## src/rtl/btn_pkg.sv

```systemverilog
// Shared definitions for the push-button pulse generator: FSM state encodings
// and default timing parameters.
package btn_pkg;

   typedef enum logic [2:0] {
      StIdle        = 3'd0,
      StPressWait   = 3'd1,
      StPressed     = 3'd2,
      StRepeat      = 3'd3,
      StReleaseWait = 3'd4
   } btn_state_e;

   localparam int unsigned DbCyclesDefault  = 4;
   localparam int unsigned RptDelayDefault  = 16;
   localparam int unsigned RptPeriodDefault = 8;

endpackage

```

## src/rtl/sync_2ff.sv

```systemverilog
// Two-flop synchronizer for a single asynchronous level, cleared to 0 by CLR.
module sync_2ff (
   input  logic CLK,
   input  logic CLR,
   input  logic D,
   output logic Q
);

   logic meta_q, meta_d;
   logic sync_q, sync_d;

   always_comb begin
      meta_d = D;
      sync_d = meta_q;
   end

   always_ff @(posedge CLK or posedge CLR) begin
      if (CLR) begin
         meta_q <= 1'b0;
         sync_q <= 1'b0;
      end else begin
         meta_q <= meta_d;
         sync_q <= sync_d;
      end
   end

   assign Q = sync_q;

endmodule

```

## src/rtl/btn_pulse_gen.sv

```systemverilog
// Debounces a raw push-button and emits single-cycle count-enable pulses on
// press, with optional auto-repeat while the button is held.
module btn_pulse_gen
   import btn_pkg::*;
#(
   parameter int unsigned DB_CYCLES  = DbCyclesDefault,
   parameter int unsigned RPT_DELAY  = RptDelayDefault,
   parameter int unsigned RPT_PERIOD = RptPeriodDefault
) (
   input  logic CLK,
   input  logic CLR,
   input  logic BTN,
   input  logic RPT_EN,
   output logic E,
   output logic HELD
);

   localparam int unsigned CntW   = $clog2(DB_CYCLES);
   localparam int unsigned TmrMax = (RPT_DELAY > RPT_PERIOD) ? RPT_DELAY : RPT_PERIOD;
   localparam int unsigned TmrW   = $clog2(TmrMax);

   localparam logic [CntW-1:0] CntLast    = CntW'(DB_CYCLES - 1);
   localparam logic [TmrW-1:0] DelayLast  = TmrW'(RPT_DELAY - 1);
   localparam logic [TmrW-1:0] PeriodLast = TmrW'(RPT_PERIOD - 1);

   logic btn_s;

   btn_state_e      state_q, state_d;
   logic [CntW-1:0] cnt_q, cnt_d;
   logic [TmrW-1:0] tmr_q, tmr_d;
   logic            e_q, e_d;
   logic            held_q, held_d;

   sync_2ff u_sync (
      .CLK (CLK),
      .CLR (CLR),
      .D   (BTN),
      .Q   (btn_s)
   );

   always_comb begin
      state_d = state_q;
      cnt_d   = cnt_q;
      tmr_d   = tmr_q;
      e_d     = 1'b0;
      held_d  = held_q;

      case (state_q)
         StIdle: begin
            held_d = 1'b0;
            cnt_d  = '0;
            tmr_d  = '0;
            if (btn_s) begin
               state_d = StPressWait;
               cnt_d   = CntW'(1);
            end
         end

         StPressWait: begin
            if (!btn_s) begin
               state_d = StIdle;
               cnt_d   = '0;
            end else if (cnt_q == CntLast) begin
               state_d = StPressed;
               e_d     = 1'b1;
               held_d  = 1'b1;
               cnt_d   = '0;
               tmr_d   = '0;
            end else begin
               cnt_d = cnt_q + CntW'(1);
            end
         end

         StPressed: begin
            // Release is checked first so it beats a coincident timer expiry.
            if (!btn_s) begin
               state_d = StReleaseWait;
               cnt_d   = CntW'(1);
            end else if (tmr_q == DelayLast) begin
               if (RPT_EN) begin
                  state_d = StRepeat;
                  e_d     = 1'b1;
                  tmr_d   = '0;
               end
            end else begin
               tmr_d = tmr_q + TmrW'(1);
            end
         end

         StRepeat: begin
            if (!btn_s) begin
               state_d = StReleaseWait;
               cnt_d   = CntW'(1);
            end else if (!RPT_EN) begin
               state_d = StPressed;
               tmr_d   = '0;
            end else if (tmr_q == PeriodLast) begin
               e_d   = 1'b1;
               tmr_d = '0;
            end else begin
               tmr_d = tmr_q + TmrW'(1);
            end
         end

         StReleaseWait: begin
            if (btn_s) begin
               state_d = StPressed;
               held_d  = 1'b1;
               cnt_d   = '0;
               tmr_d   = '0;
            end else if (cnt_q == CntLast) begin
               state_d = StIdle;
               held_d  = 1'b0;
               cnt_d   = '0;
            end else begin
               cnt_d = cnt_q + CntW'(1);
            end
         end

         default: begin
            state_d = StIdle;
            cnt_d   = '0;
            tmr_d   = '0;
            held_d  = 1'b0;
         end
      endcase
   end

   always_ff @(posedge CLK or posedge CLR) begin
      if (CLR) begin
         state_q <= StIdle;
         cnt_q   <= '0;
         tmr_q   <= '0;
         e_q     <= 1'b0;
         held_q  <= 1'b0;
      end else begin
         state_q <= state_d;
         cnt_q   <= cnt_d;
         tmr_q   <= tmr_d;
         e_q     <= e_d;
         held_q  <= held_d;
      end
   end

   assign E    = e_q;
   assign HELD = held_q;

endmodule

```

## config.mk

```make
export PLATFORM = sky130hd
export DESIGN_NAME = btn_pulse_gen
export DESIGN_NICKNAME = d
export VERILOG_FILES = /design/src/rtl/btn_pkg.sv /design/src/rtl/sync_2ff.sv /design/src/rtl/btn_pulse_gen.sv
export SDC_FILE = /design/constraint.sdc
export NUM_CORES = 1
export LEC_CHECK = 0
export ABC_AREA = 1
export CORE_MARGIN = 2
export CORE_UTILIZATION = 33
export DETAILED_ROUTE_END_ITERATION = 12
export GPL_TIMING_DRIVEN = 0
export MAX_ROUTING_LAYER = met4
export PLACE_DENSITY = 0.63
export SLEW_MARGIN = 20
export SYNTH_ARGS = -nofsm -noshare
export SYNTH_HDL_FRONTEND = slang
export SYNTH_SLANG_ARGS = --single-unit
export TNS_END_PERCENT = 30
```

## constraint.sdc

```tcl
create_clock -name CLK -period 1.3 [get_ports CLK]
set_clock_uncertainty 0.05 [all_clocks]
set_input_delay 0.195 -clock CLK [delete_from_list [all_inputs] [get_ports CLK]]
set_output_delay 0.195 -clock CLK [all_outputs]
set_load 0.05 [all_outputs]
```

==> impl_results.md <==
- Post-route setup slack: -78.0 ps
- Worst R2R Setup Slack: -80 ps
- Post-Place Worst Slack: -123 ps
- Max-slew headroom at the worst pin: 0.673
- H-tree levels: 1
- CTS tree: yes
- Sequential share of power: 0.269
- # nets final: 134
- Critical path startpoint category: register
- # diodes: 0
- Critical setup path kind: register to register
- Wirelength per Cell: 12.5 um
- Crit path from: tmr_q[1]
- TritonCTS Buffers: 3
- Initial antenna violation count: 0
- Die H: 54.6 um
- First-pass GRT wire length: 3140 um
- Register area: 328 sq um
- P_int: 1220 uW
- Io pins: 6
- Via density: 5.02
- RSZ-0062 raised after global routing: true
- Cell Area, Synth: 845 sq um
- Hold Fails Final Rpt: 0
- DRC viols: 0
- Die W: 54.6 um
- Power Density: 2010 mW/mm^2
- Post-synth EDFFs: 0
- Max-capacitance violation count: 0
- Starting Density: 0.344
- Worst skew pair latency: 290 ps
- Synth cell types: 26
- Pin count of the biggest net entering global routing: 14
- Seq/Total Area, Yosys: 0.385
- Net Sw Frac: 0.478
- Critical Path Sink Type: register
- R2R cell count: 8
- Final setup viols: 7
- Area of the multi-input gates: 568 sq um
- Total track usage: 0.155
- Worst slew pin tran: 490 ps
- Overall Power: 2340 uW
- CTS Sinks: 13
- Max IR drop VDD: 1.16 mV
- Fillers: 219
- Critical path destination: tmr_q[0]
- Synth top area cells: dfrtp_1 39%, nand2_1 12%, nand3_1 8.3%
- Standard-cell rows: 18
- Post-synth top cells: 27 x nand2_1, 14 x nand3_1, 13 x dfrtp_1
- Syn nets: 114
- CP max FO: 3
- Peak Freq: 0.726 GHz
- Critical path arrival: 1560 ps
- Fin Setup TNS: -385 ps
- DRT Pass-1 Iters: 4
- Clock power frac: 0.113
- Layout Cells excl Fill: 157
- Post-Syn Instances: 108
- Net Sw Power: 1120 uW
- Number of global-route vias before repair: 734
- WP data required: 1480 ps
- Die Area: 0.00298 sq mm
- Tmin final: 1380 ps
- Period utilization: 1.06
- Worst r2r src: tmr_q[1]
- Total gr overflow: 0
- Synthesized area per cell: 7.82 sq um
- Port-buffer cells: 5
- Status: finished with violations
- GP Congestion: 0.809
- Post-DP HPWL: 1210 um
- Cell with the most instances after synthesis: nand2_1
- Layout area overhead: 37.8%
- Share of cells above drive strength 1: 0.394
- CTS max path bufs: 2
- CTS root buffer: clkbuf_4
- Slew Viols, Final: 0
- Gate power share: 0.618
- Reg2reg end: tmr_q[0]
- Cell taking the most area after synthesis: dfrtp_1
- Via count: 788
- Leak: 0.000517 uW
- CTS clk-pin slew, worst paths: 80 ps
- WL final: 1970 um
- Initial detailed-routing violation count: 9
- Yosys warnings: 0
- Synth top area share: 0.385
- Failing checks: setup timing
- Total placed cells including tap cells: 143
- Prevailing post-synth register cell: dfrtp_1
- Core area: 0.00245 sq mm
- Seq cells post-synth: 13
- Ys async rst share: 1.00
- Worst min path class: input pin to async pin
- Post-route ant nets: 0
[cell families (layout without fill, tap and decap cells)]
kind of cell	Yosys count	after routing	synth area share
AOI/OAI and AO/OA	16	16	0.108
xor gates and xnor gates	2	2	0.0207
adders and majority gates	2	2	0.0296
DFF	13	13	0.385
buffers and inverters	14	33	0.0741
and+or+nand+nor	61	61	0.382
[power groups by stage]
stage,sequential (uW),combinational (uW),clock [uW]
6_report,628,1440,265
5_1_grt,642,1590,275
4_1_cts,622,1070,264
3_5_place_dp,608,973,0
3_3_place_gp,605,957,0
2_1_floorplan,639,739,0
[worst max-delay path: stages (launching register included)]
cell,delay (ps)
dfrtp_1,420
ha_4,180
nand2_2,80
inv_1,50
nand2_1,60
nand3_2,80
o21ai_2,230
nand3_1,100
nand2_1,70
[registers in the layout, summed over array words and instances, names as in the netlist]
signal,flops
E,1
HELD,1
cnt_q,2
state_q,3
tmr_q,4
u_sync.Q,1
u_sync.meta_q,1
[stage by stage]
step / utilization / hold slack, ps / cell area (sq um)
2_1_floorplan: - / 22.0 / 845
3_3_place_gp: 0.380 / 292 / 932
3_5_place_dp: 0.380 / 300 / 932
4_1_cts: 0.416 / 193 / 1020
5_1_grt: 0.474 / 247 / 1160
6_report: 0.474 / 169 / 1160
[how the worst min path moves through the flow]
stage / startpoint / end / slack [ps] / cells past startpoint
final: CLR / u_sync.meta_q / 170 / 2
after global routing: CLR / tmr_q[1] / 250 / 2
after CTS: CLR / u_sync.meta_q / 190 / 2
after detailed placement: u_sync.meta_q / u_sync.Q / 300 / 0
after global placement: u_sync.meta_q / u_sync.Q / 290 / 0
after floorplan: CLR / E / 20 / 1
[final cells by class]
class	count	share of cell area
Multi-Input combinational cell	81	0.488
Sequential cell	13	0.282
Timing Repair Buffer	15	0.120
Inverter	12	0.0409
Tap cell	30	0.0323
Clock buffer	4	0.0226
Buffer	2	0.0140
[layer usage]
metal  GRT usage  part of all wire
met5           -                 0
met1       0.202              0.45
met3      0.0164             0.044
met2       0.228              0.47
met4      0.0958             0.039
[what timing repair did]
action                                  CTS  global route
pin swaps                                 3            12
gates resized for setup                  19            19
setup buffers                             2             8
endpoints found under the setup margin    9             9
hold buffers                              0             0
[layout by cell type, fill, tap and decap left out, types with 2 or more instances in the layout]
| master | n |
|---|---|
| o21ai_2 | 2 |
| dfrtp_1 | 11 |
| nand2_1 | 22 |
| nand4_1 | 4 |
| nand3_4 | 2 |
| o21ai_1 | 3 |
| nor2_1 | 4 |
| nand3_1 | 10 |
| inv_2 | 3 |
| clkdlybuf4s15_2 | 2 |
| o21bai_1 | 2 |
| dfrtp_2 | 2 |
| nor2_4 | 4 |
| buf_4 | 9 |
| o21ai_0 | 5 |
| clkbuf_4 | 3 |
| nand3_2 | 4 |
| nand2_2 | 5 |
| clkdlybuf4s50_1 | 3 |
| nand2_4 | 3 |
| inv_1 | 8 |
Note: power is estimated with default switching activity, not from simulation.
